**config.mk**
```make
export PLATFORM = sky130hd
export DESIGN_NAME = ram_fifo
export DESIGN_NICKNAME = d
export VERILOG_FILES = /design/src/rtl/ram_fifo.sv
export SDC_FILE = /design/constraint.sdc
export NUM_CORES = 1
export LEC_CHECK = 0
export CAP_MARGIN = 20
export CORE_MARGIN = 2
export CORE_UTILIZATION = 35
export DETAILED_ROUTE_END_ITERATION = 10
export GPL_TIMING_DRIVEN = 0
export PLACE_DENSITY_LB_ADDON = 0.05
export SYNTH_ARGS = -nofsm -noshare
export SYNTH_HDL_FRONTEND = slang
export SYNTH_SLANG_ARGS = --single-unit
```
**constraint.sdc**
```tcl
create_clock -name clk -period 4.1 [get_ports clk]
set_input_delay 0.82 -clock clk [delete_from_list [all_inputs] [get_ports clk]]
set_output_delay 0.82 -clock clk [all_outputs]
set_load 0.01 [all_outputs]
```
**src/rtl/ram_fifo.sv**
```systemverilog
// ram_fifo: first-word-fall-through FIFO built on a dual-port RAM that has a
// registered read port. The RAM read address looks one pop ahead, so the head
// word is already on the RAM output when the consumer needs it. A one-word
// bypass register covers the case where the word being written is the word
// that must appear at the head on the next cycle.

// DualPortRam: one write port and one registered read port.
// A read and a write to the same address in one cycle return the old data.
module DualPortRam #(
    parameter int DATA_WIDTH = 32,
    parameter int ADDR_WIDTH = 5
) (
    input  logic                  clk,
    input  logic                  we,
    input  logic [ADDR_WIDTH-1:0] wAddr,
    input  logic [ADDR_WIDTH-1:0] rAddr,
    input  logic [DATA_WIDTH-1:0] dataIn,
    output logic [DATA_WIDTH-1:0] q
);

    localparam int DEPTH = 1 << ADDR_WIDTH;

    logic [DATA_WIDTH-1:0] mem [0:DEPTH-1];

    // Storage write and registered read; read-during-write yields the old word.
    always_ff @(posedge clk) begin
        if (we) begin
            mem[wAddr] <= dataIn;
        end
        q <= mem[rAddr];
    end

endmodule

module ram_fifo #(
    parameter int DATA_WIDTH = 32,
    parameter int ADDR_WIDTH = 5
) (
    input  logic                  clk,
    input  logic                  rst,
    input  logic                  flush,
    input  logic                  wrValid,
    output logic                  wrReady,
    input  logic [DATA_WIDTH-1:0] wrData,
    output logic                  rdValid,
    input  logic                  rdReady,
    output logic [DATA_WIDTH-1:0] rdData,
    output logic [ADDR_WIDTH:0]   count
);

    localparam int CW = ADDR_WIDTH + 1;
    // Occupancy value that means "completely full" (2**ADDR_WIDTH).
    localparam logic [CW-1:0] DEPTH_C = {1'b1, {ADDR_WIDTH{1'b0}}};

    // Architectural state.
    logic [ADDR_WIDTH-1:0] wr_ptr_q, wr_ptr_d;
    logic [ADDR_WIDTH-1:0] rd_ptr_q, rd_ptr_d;
    logic [CW-1:0]         count_q, count_d;
    logic                  bypass_sel_q, bypass_sel_d;
    logic [DATA_WIDTH-1:0] bypass_data_q, bypass_data_d;

    // Handshake and RAM hookup.
    logic                  push;
    logic                  pop;
    logic [ADDR_WIDTH-1:0] rd_ptr_next;
    logic                  ram_we;
    logic [ADDR_WIDTH-1:0] ram_raddr;
    logic [DATA_WIDTH-1:0] ram_q;

    // Status outputs come straight from the occupancy register so they are
    // glitch-free and valid immediately after an asynchronous reset.
    assign wrReady = (count_q != DEPTH_C);
    assign rdValid = (count_q != '0);
    assign count   = count_q;

    // Head word: the bypass register wins when the head was written on the
    // same edge that the RAM was reading that address (RAM returned old data).
    assign rdData = bypass_sel_q ? bypass_data_q : ram_q;

    // Handshake events and the look-ahead read pointer.
    always_comb begin
        push        = wrValid & wrReady;
        pop         = rdValid & rdReady;
        rd_ptr_next = rd_ptr_q + ADDR_WIDTH'(pop);
        // A flush drops the push, so the RAM must not be written either.
        ram_we      = push & ~flush;
        // During a flush the read pointer returns to 0; read that address so
        // the RAM output tracks the new head position.
        ram_raddr   = flush ? '0 : rd_ptr_next;
    end

    // Next-state logic for pointers, occupancy and the bypass path.
    always_comb begin
        wr_ptr_d      = wr_ptr_q;
        rd_ptr_d      = rd_ptr_q;
        count_d       = count_q;
        bypass_sel_d  = 1'b0;
        bypass_data_d = wrData;

        if (flush) begin
            wr_ptr_d     = '0;
            rd_ptr_d     = '0;
            count_d      = '0;
            bypass_sel_d = 1'b0;
        end else begin
            rd_ptr_d = rd_ptr_next;
            if (push) begin
                wr_ptr_d = wr_ptr_q + ADDR_WIDTH'(1);
            end
            // count + push - pop, written out to keep widths exact.
            unique case ({push, pop})
                2'b10:   count_d = count_q + CW'(1);
                2'b01:   count_d = count_q - CW'(1);
                default: count_d = count_q;
            endcase
            // The word being written lands exactly where the RAM is reading
            // this edge, so the RAM output will be stale: steer from bypass.
            bypass_sel_d = push & (wr_ptr_q == rd_ptr_next);
        end
    end

    // Control state register with asynchronous reset; RAM contents untouched.
    always_ff @(posedge clk or posedge rst) begin
        if (rst) begin
            wr_ptr_q     <= '0;
            rd_ptr_q     <= '0;
            count_q      <= '0;
            bypass_sel_q <= 1'b0;
        end else begin
            wr_ptr_q     <= wr_ptr_d;
            rd_ptr_q     <= rd_ptr_d;
            count_q      <= count_d;
            bypass_sel_q <= bypass_sel_d;
        end
    end

    // Bypass data capture; only meaningful while bypass_sel_q is set, so it
    // needs no reset.
    always_ff @(posedge clk) begin
        bypass_data_q <= bypass_data_d;
    end

    DualPortRam #(
        .DATA_WIDTH (DATA_WIDTH),
        .ADDR_WIDTH (ADDR_WIDTH)
    ) u_ram (
        .clk    (clk),
        .we     (ram_we),
        .wAddr  (wr_ptr_q),
        .rAddr  (ram_raddr),
        .dataIn (wrData),
        .q      (ram_q)
    );

endmodule
```
==> results of run 1 <==
-- registers in the layout (all words and copies together), names as in the netlist --
signal	flops
rd_ptr_q	5
bypass_sel_q	1
wr_ptr_q	5
count	6
u_ram.mem	1024
u_ram.q	32
bypass_data_q	32
-- worst max-delay path, delay by kind of cell, from the launching register on --
kind | cells | cell delay, ps
buffers and inverters | 3 | 690
adders and majority gates | 2 | 630
DFF | 1 | 430
AOI/OAI and AO/OA | 2 | 870
and+or+nand+nor | 6 | 1120
-- cell families (layout without fill, tap and decap cells) --
group                      Yosys count  in the layout  share of synthesized area, %
DFF                               1105           1105                          77.0
and+or+nand+nor                    727            727                          7.31
AOI/OAI and AO/OA                  594            594                          10.0
buffers and inverters              219            575                          2.29
muxes                              100            100                          2.65
xor gates and xnor gates            17             17                         0.353
adders and majority gates           11             11                         0.344
other                                0              3                             0
-- power breakdown --
| group | internal, W | total (W) | switching (W) |
|---|---|---|---|
| registers | 0.0126 | 0.0127 | 0.000114 |
| clock network | 0.00646 | 0.0109 | 0.00445 |
| logic | 0.00255 | 0.00785 | 0.00530 |
-- Yosys cell counts, types with 3 or more instances --
cell and count:
a21oi_1 100, nand2_1 332, ha_1 10, a311oi_1 32
clkbuf_1 113, o2111ai_1 31, edfxtp_1 1024, a211oi_1 3
buf_2 62, nand2b_1 7, xor2_1 8, mux2i_1 6
dfrtp_1 17, dfxtp_1 64, o22ai_1 34, nand3_1 163
nand3b_1 4, buf_1 19, nor3_1 65, inv_1 6
nor2_1 145, o221ai_1 223, a31oi_1 65, o21ai_0 95
xnor2_1 9, mux2_2 94, buf_4 15
-- routing by layer --
| metal | up-vias | wire length (µm) | GRT usage, % |
|---|---|---|---|
| li1 | 11459 | - | - |
| met1 | 13393 | 61000 | 30.9 |
| met2 | 717 | 64400 | 36.0 |
| met3 | 176 | 6400 | 2.79 |
| met4 | 0 | 2810 | 4.97 |
| met5 | - | 0 | 0 |
-- cell type report --
cell class	instances	area (µm²)
timing repair buffer	132	1880
buffer	208	1200
inverter	9	48.8
clock buffer	164	3390
multi-input combinational	1449	9640
sequential	1105	32500
clock inverter	62	613
tap	1612	2020
antenna	3	7.51
fill	10795	68400
-- per-stage QoR --
| stage | area (µm²) | TNS (ps) | util (%) | std cells | power (W) |
|---|---|---|---|---|---|
| after floorplan | 42100 | 0 | - | 2773 | 0.0166 |
| after global placement | 44900 | -1755960 | 37.5 | 4459 | 0.0202 |
| after detailed placement | 46200 | -57730 | 38.6 | 4515 | 0.0203 |
| after CTS | 51200 | 0 | 42.8 | 4741 | 0.0318 |
| after global routing | 51300 | 0 | 42.8 | 4741 | 0.0327 |
| final | 51300 | 0 | 42.8 | 4744 | 0.0315 |
-- worst max path at each step --
| stage | start | end | slack [ps] | depth (start not counted) |
|---|---|---|---|---|
| finish | count[3] | u_ram.q[18] | 140 | 13 |
| global route | count[3] | u_ram.q[16] | 2 | 15 |
| detailed placement | count[3] | u_ram.q[16] | -1480 | 14 |
| CTS | count[3] | u_ram.q[16] | 6 | 14 |
| floorplan | wrValid | u_ram.mem[29][0] | 680 | 4 |
| global placement | wrValid | u_ram.mem[5][1] | -2120 | 5 |
-- what timing repair did --
item                       CTS  global route
hold buffers                 0             0
buffers inserted             1             0
resized for setup          249            18
pin swaps                   14             4
setup endpoints to repair   39            32
==> impl_summary.log, run 1 <==
[metrics] result of the run: complete, no violations
[metrics] startpoint of the lowest-slack hold path: flush
[metrics] final period demand of the worst path: 3960 ps
[metrics] vias in the first global route: 26302
[metrics] Worst Setup Slack, final: 137 ps
[metrics] type of destination of the critical path: flop
[metrics] slowest library cell on the worst path: a311oi_4
[metrics] clock-pin slew on the worst setup and hold paths: 60 ps
[metrics] cell repeated most along the worst path: ha_1
[metrics] upper clock frequency limit: 252 MHz
[metrics] flops & latches, synth: 1105
[metrics] number of buffers inserted by port buffering: 74
[metrics] leading cell type in the layout, fill and taps excluded: edfxtp_1
[metrics] placer congestion estimate: 0.832
[metrics] Clock Latency Late Sink: 710 ps
[metrics] critical path class: reg -> reg
[metrics] Final #Nets: 3073
[metrics] Pre-antenna DRT Iters: 5
[metrics] portion of the post-synthesis area used by sequential elements: 77.0%
[metrics] maximum number of pins on one net before global-route repair: 34
[metrics] Detailed Place HPWL: 94500 µm
[metrics] synthesis-to-layout area growth: 21.7%
[metrics] number of levels in the clock H-tree: 3
[metrics] horizontal extent of the die: 351 µm
[metrics] Synth Net Count: 2821
[metrics] Detailed Route Iter0 Violations: 2288
[metrics] logic depth of the worst register-to-register path: 13
[metrics] number of warnings issued by yosys: 0
[metrics] library cell occupying the most area in the post-synthesis netlist: edfxtp_1
[metrics] kind of path behind the tightest hold check: in -> reg
[metrics] reg2reg setup slack: 140 ps
[metrics] highest cell delay on the worst timing path: 580 ps
[metrics] number of top-level pins: 77
[metrics] vertical extent of the die: 351 µm
[metrics] cell chain of the critical path: nor3_2 -> and2_2 -> nand2_1 -> and2_1 -> ha_1 -> ha_1 -> nand2b_1 -> buf_8 -> clkinv_4 -> clkbuf_4 -> nand3_1 -> o2111ai_2 -> a311oi_4
[metrics] Final period util: 96.6%
[metrics] critical path startpoint category: flop
[metrics] hold endpoint: count[5]
[metrics] cell area after technology mapping: 0.0421 mm²
[metrics] CTS tree: yes
[metrics] share of the synthesized area in the top cell type: 73.0%
[metrics] Final Setup Violations: 0
[metrics] overflow left after global routing: 0
[metrics] fraction of final layout cells sized beyond drive strength 1: 20.2%
[metrics] final hold vios: 0
[metrics] launching point of the worst reg2reg path: count[3]
[metrics] number of synthesized flops with an enable pin: 1024
[metrics] required time at the worst-slack endpoint: 4630 ps
[metrics] Hold Slack: 542 ps
[metrics] CTS root buffer: clkbuf_16
[metrics] Sink Count: 1105
[metrics] Avg Inst Size Synth: 15.2 µm²
[metrics] standard-cell row count: 127
[metrics] routed length per instance: 28.4 µm
[metrics] number of standard cells after synthesis: 2773
[metrics] die footprint: 0.123 mm²
[metrics] Max Cap Violations: 0
[metrics] RSZ-0062 raised after global routing: no
[metrics] post-route clock skew: 30.2 ps
[metrics] Max Root-Sink Buffers: 3
[metrics] total CTS buffers: 120
[metrics] worst flop-to-flop path endpoint: u_ram.q[18]
[metrics] number of antenna violations at the first check in global routing: 5
[metrics] power per cell area: 614 mW/mm²
[metrics] most used flip-flop cell after synthesis: edfxtp_1
[metrics] core area: 0.120 mm²
[metrics] first-pass GRT wire length: 192000 µm
[metrics] post-detailed-route count of antenna-violating nets: 0
[metrics] pin slew with the least headroom to its limit: 987 ps
[metrics] proportion of register bits with asynchronous set or reset after synthesis: 1.54%
[metrics] Slew Limit Fails: 0
[metrics] static power due to leakage: 16.4 nW
[metrics] post-DR vias/cell: 5.43
[metrics] Yosys cell types: 48
[metrics] Max-slew headroom: 34.0%
[metrics] worst voltage drop across the vdd grid: 0.333 mV
[metrics] DRC violations left: 0
[metrics] critical path arrival: 4490 ps
[metrics] maximum fanout along the worst path: 11
[metrics] initial core utilization: 35.2%
[metrics] post-place setup slack: -1480 ps
[metrics] detailed-route wire length: 135000 µm
[metrics] global-route usage over all layers: 21.9%
[metrics] number of instances on the worst hold path: 4
[metrics] number of vias in the routed layout: 25745
[metrics] most frequent cells in the layout: edfxtp_1 (1024), nand2_1 (330), o221ai_1 (223)
[metrics] biggest area contributors in the synthesized netlist: edfxtp_1 (73%), o221ai_1 (4.6%), dfxtp_1 (3.0%)
Power figures use the tool's default switching activity.
==> inputs of run 2 (changes only) <==
CTS_BUF_LIST = sky130_fd_sc_hd__clkbuf_16   (was unset)
==> impl_summary.log, run 2 (synthesis results as in run 1) <==
[metrics] initial core utilization: 35.2%
[metrics] first-pass GRT wire length: 192000 µm
[metrics] kind of path behind the tightest hold check: in -> reg
[metrics] reg2reg setup slack: 170 ps
[metrics] number of top-level pins: 77
[metrics] vias in the first global route: 26306
[metrics] horizontal extent of the die: 351 µm
[metrics] total CTS buffers: 120
[metrics] post-detailed-route count of antenna-violating nets: 0
[metrics] DRC violations left: 0
[metrics] RSZ-0062 raised after global routing: no
[metrics] number of levels in the clock H-tree: 3
[metrics] logic depth of the worst register-to-register path: 11
[metrics] start point of the critical path: count[3]
[metrics] post-DR vias/cell: 5.43
[metrics] Final #Nets: 3073
[metrics] setup_tns: 0 ps
[metrics] Most flops, register: u_ram.mem
[metrics] die footprint: 0.123 mm²
[metrics] type of destination of the critical path: flop
[metrics] Final Setup Violations: 0
[metrics] global-route usage over all layers: 21.9%
[metrics] placer congestion estimate: 0.832
[metrics] Clock Latency Late Sink: 710 ps
[metrics] Worst Setup Slack, final: 168 ps
[metrics] pin slew with the least headroom to its limit: 984 ps
[metrics] post-place setup slack: -1480 ps
[metrics] startpoint of the lowest-slack hold path: flush
[metrics] routed length per instance: 28.4 µm
[metrics] leading cell type in the layout, fill and taps excluded: edfxtp_1
[metrics] cell chain of the critical path: nor3_2 -> and2_2 -> nand2_1 -> and2_1 -> ha_1 -> ha_1 -> nor2_1 -> nor2_1 -> clkbuf_1 -> o2111ai_1 -> a311oi_1
[metrics] GRT met2 Usage: 36.1%
[metrics] final hold vios: 0
[metrics] Slew Limit Fails: 0
[metrics] max reg flops: 1024
[metrics] number of vias in the routed layout: 25733
[metrics] critical path capture point: u_ram.q[29]
[metrics] launching point of the worst reg2reg path: count[3]
[metrics] cell depth of the worst setup path: 11
[metrics] result of the run: complete, no violations
[metrics] maximum fanout along the worst path: 10
[metrics] Max-slew headroom: 34.2%
[metrics] clock-pin slew on the worst setup and hold paths: 60 ps
[metrics] Pre-antenna DRT Iters: 7
[metrics] worst voltage drop across the vdd grid: 0.334 mV
[metrics] post-route clock skew: 28.5 ps
[metrics] critical path class: reg -> reg
[metrics] most frequent cells in the layout: edfxtp_1 (1024), nand2_1 (330), o221ai_1 (223)
[metrics] fraction of final layout cells sized beyond drive strength 1: 19.7%
[metrics] required time at the worst-slack endpoint: 4690 ps
[metrics] vertical extent of the die: 351 µm
[metrics] met3 usage in global routing: 2.80%
[metrics] Sink Count: 1105
[metrics] quantity of hold-fixing buffers added after cts: 0
[metrics] synthesis-to-layout area growth: 21.3%
[metrics] worst flop-to-flop path endpoint: u_ram.q[29]
[metrics] maximum number of pins on one net before global-route repair: 34
[metrics] detailed-route wire length: 135000 µm
[metrics] Pwr Total: 0.0312 W
[metrics] buffering stage count on the worst path with inverters included: 1
[metrics] met1 capacity usage during global routing: 30.9%
[metrics] most used routing layer in global routing: met2
[metrics] Detailed Route Iter0 Violations: 2513
[metrics] standard-cell row count: 127
[metrics] static power due to leakage: 16.5 nW
[metrics] core area: 0.120 mm²
[metrics] number of buffers inserted by port buffering: 74
[metrics] upper clock frequency limit: 254 MHz
[metrics] Largest delay share family, worst path: simple AND/OR/NAND/NOR gates
[metrics] Detailed Place HPWL: 94500 µm
[metrics] utilization after layout: 42.7%
[metrics] highest cell delay on the worst timing path: 580 ps
[metrics] biggest regs: u_ram.mem x1024, bypass_data_q x32, u_ram.q x32
[metrics] slowest library cell on the worst path: clkbuf_1
[metrics] critical path startpoint category: flop
[metrics] final period demand of the worst path: 3930 ps
[metrics] critical path arrival: 4530 ps
[metrics] Max Cap Violations: 0
[metrics] CTS tree: yes
[metrics] fillers: 10818
[metrics] number of antenna violations at the first check in global routing: 5
[metrics] Max Root-Sink Buffers: 3
[metrics] CTS root buffer: clkbuf_16
[metrics] Final period util: 95.9%
[metrics] overflow left after global routing: 0
[metrics] power per cell area: 609 mW/mm²
## run 2: changes by cell type in the layout (fill, tap and decap cells not counted), sizes merged
cell / delta
clkbuf: -38
inv: +26
clkinv: +14
buf: -2
diode: -1
## run 2: repair_timing
| item | in CTS | in global routing |
|---|---|---|
| pin swaps | 14 | 4 |
| setup buffers | 1 | 0 |
| resized for setup | 249 | 17 |
| setup endpoints to repair | 39 | 32 |
## run 2: metal layers
metal / vias up / part of all wire [%]
met1: 13352 / 45
met4: 0 / 2.1
li1: 11465 / -
met3: 176 / 5.0
met5: - / 0
met2: 740 / 48
## run 2: how the worst min path moves through the flow
| stage | to | depth (start not counted) | slack (ps) |
|---|---|---|---|
| global placement | count[4] | 2 | 570 |
| CTS | count[5] | 4 | 510 |
| finish | count[5] | 4 | 540 |
| global route | count[5] | 4 | 540 |
| floorplan | count[4] | 2 | 600 |
| detailed placement | count[4] | 2 | 590 |
## run 2: layout make-up
cell class,count,area [µm²],share of cell area (%)
multi-input cells,1449,9640,18.9
well taps,1612,2020,3.94
clock buffers,124,3100,6.07
inverters,9,48.8,0.0954
repair buffers,132,1890,3.70
plain buffers,208,1200,2.35
flip-flops and latches,1105,32500,63.5
diodes,2,5.00,0.00979
clock inverters,102,763,1.49
## run 2: worst reg2reg max path, stage by stage (launching register included)
cell	delay, ps
dfrtp_1	430
nor3_2	220
and2_2	220
nand2_1	100
and2_1	220
ha_1	220
ha_1	480
nor2_1	70
nor2_1	360
clkbuf_1	580
o2111ai_1	500
a311oi_1	420
## run 2: stage by stage
step / hold WS (ps) / area, µm² / cells
6_report: 544 / 51100 / 4743
3_3_place_gp: 569 / 44900 / 4459
2_1_floorplan: 597 / 42100 / 2773
4_1_cts: 507 / 51100 / 4741
5_1_grt: 543 / 51100 / 4741
3_5_place_dp: 594 / 46200 / 4515
## run 2: power by group
part | internal [W] | switching (W)
Sequential | 0.0126 | 0.000113
Combinational | 0.00255 | 0.00530
Clock | 0.00613 | 0.00444
Total | 0.0213 | 0.00985
==> inputs of run 3 (changes only) <==
SETUP_SLACK_MARGIN = 0.2   (was unset)
==> impl_summary.log, run 3 (synthesis results as in run 1) <==
[metrics] result of the run: complete, no violations
[metrics] die footprint: 0.123 mm²
[metrics] critical path arrival: 4330 ps
[metrics] Final #Nets: 3082
[metrics] critical path class: reg -> reg
[metrics] kind of path behind the tightest hold check: in -> reg
[metrics] RSZ-0062 raised after global routing: yes
[metrics] required time at the worst-slack endpoint: 4630 ps
[metrics] critical path capture point: u_ram.q[14]
[metrics] fraction of final layout cells sized beyond drive strength 1: 21.8%
[metrics] post-detailed-route count of antenna-violating nets: 0
[metrics] number of top-level pins: 77
[metrics] Slew Limit Fails: 0
[metrics] maximum fanout along the worst path: 10
[metrics] clock-pin slew on the worst setup and hold paths: 60 ps
[metrics] DRC violations left: 0
[metrics] total CTS buffers: 120
[metrics] Sink Count: 1105
[metrics] max reg flops: 1024
[metrics] routed length per instance: 28.4 µm
[metrics] Max Root-Sink Buffers: 3
[metrics] final period demand of the worst path: 3810 ps
[metrics] vertical extent of the die: 351 µm
[metrics] most frequent cells in the layout: edfxtp_1 (1024), nand2_1 (330), o221ai_1 (223)
[metrics] final hold vios: 0
[metrics] standard-cell row count: 127
[metrics] Detailed Place HPWL: 94500 µm
[metrics] launching point of the worst reg2reg path: count[4]
[metrics] overflow left after global routing: 0
[metrics] synthesis-to-layout area growth: 22.9%
[metrics] Clock Latency Late Sink: 710 ps
[metrics] critical path startpoint category: flop
[metrics] core area: 0.120 mm²
[metrics] Max Cap Violations: 0
[metrics] Max-slew headroom: 34.7%
[metrics] start point of the critical path: count[4]
[metrics] number of vias in the routed layout: 25700
[metrics] upper clock frequency limit: 263 MHz
[metrics] Final Setup Violations: 0
[metrics] CTS root buffer: clkbuf_16
[metrics] first-pass GRT wire length: 192000 µm
[metrics] post-DR vias/cell: 5.41
[metrics] worst voltage drop across the vdd grid: 0.332 mV
[metrics] detailed-route wire length: 135000 µm
[metrics] static power due to leakage: 16.7 nW
[metrics] logic depth of the worst register-to-register path: 16
[metrics] pin slew with the least headroom to its limit: 977 ps
[metrics] Most flops, register: u_ram.mem
[metrics] utilization after layout: 43.3%
[metrics] worst flop-to-flop path endpoint: u_ram.q[14]
[metrics] vias in the first global route: 26305
[metrics] number of antenna diodes: 0
[metrics] number of buffers inserted by port buffering: 74
[metrics] reg2reg setup slack: 290 ps
[metrics] Pre-antenna DRT Iters: 6
[metrics] horizontal extent of the die: 351 µm
[metrics] type of destination of the critical path: flop
[metrics] biggest regs: u_ram.mem x1024, bypass_data_q x32, u_ram.q x32
[metrics] initial core utilization: 35.2%
[metrics] number of antenna violations at the first check in global routing: 5
[metrics] leading cell type in the layout, fill and taps excluded: edfxtp_1
[metrics] power per cell area: 608 mW/mm²
[metrics] number of levels in the clock H-tree: 3
[metrics] Final period util: 92.8%
[metrics] global-route usage over all layers: 21.9%
[metrics] Detailed Route Iter0 Violations: 2371
[metrics] maximum number of pins on one net before global-route repair: 34
[metrics] post-route clock skew: 28.8 ps
[metrics] quantity of hold-fixing buffers added after cts: 0
[metrics] DP Cell Count: 4515
[metrics] placer congestion estimate: 0.832
[metrics] CTS tree: yes
[metrics] Layout Cells excl Fill: 4750
-- run 3: area by class of cell --
cell class / count / area, µm²
Multi-Input combinational cell: 1449 / 9990
Inverter: 9 / 56.3
Fill cell: 10757 / 67900
Buffer: 210 / 1400
Sequential cell: 1105 / 32500
Tap cell: 1612 / 2020
Timing Repair Buffer: 139 / 2000
Clock buffer: 124 / 3100
Clock inverter: 102 / 763
-- run 3: per-layer routing --
metal  part of all wire, %  global-route usage (%)
met5                     0                       0
met1                    45                    30.9
met2                    48                    36.1
met3                   4.9                    2.80
met4                   2.1                    5.05
-- run 3: critical path, cell delays in order (launching register included) --
cell and delay [ps]:
dfrtp_1 420, nor3_2 220, and2_1 160, clkbuf_2 160, nand2_1 100, and2_1 230
ha_1 230, ha_2 240, xor2_4 180, buf_12 140, buf_12 170, buf_4 220
mux2_2 350, o21ai_0 150, a31oi_1 90, nor3_2 440, a311oi_4 120
-- run 3: timing repair --
action                                  4_1_cts  5_1_grt
pin swaps                                    13       41
gates cloned                                  0        1
endpoints found under the setup margin       56       84
hold endpoints to repair                      0        0
setup buffers                                 1        6
gates resized for setup                     271      161
-- run 3: worst min path at each step --
stage,startpoint,endpoint,slack [ps],cells after the start
after floorplan,count[4],count[4],600,2
after global placement,count[4],count[4],570,2
after detailed placement,count[4],count[4],590,2
after CTS,flush,count[5],510,4
after global routing,flush,count[5],550,4
final,flush,count[5],560,4
-- run 3: per-stage QoR --
stage / setup slack [ps] / hold slack (ps) / setup TNS [ps] / cell area, µm² / total power [W]
2_1_floorplan: 675 / 597 / 0 / 42100 / 0.0166
3_3_place_gp: -2120 / 569 / -1755960 / 44900 / 0.0202
3_5_place_dp: -1480 / 594 / -57730 / 46200 / 0.0203
4_1_cts: 163 / 512 / 0 / 51100 / 0.0315
5_1_grt: 158 / 553 / 0 / 51800 / 0.0327
6_report: 294 / 565 / 0 / 51800 / 0.0315
-- run 3: report_power, final --
part	switching, W	total, W	internal (W)
clock	0.00444	0.0106	0.00613
sequential	0.000114	0.0127	0.0126
combinational	0.00542	0.00815	0.00274
total	0.00997	0.0315	0.0215
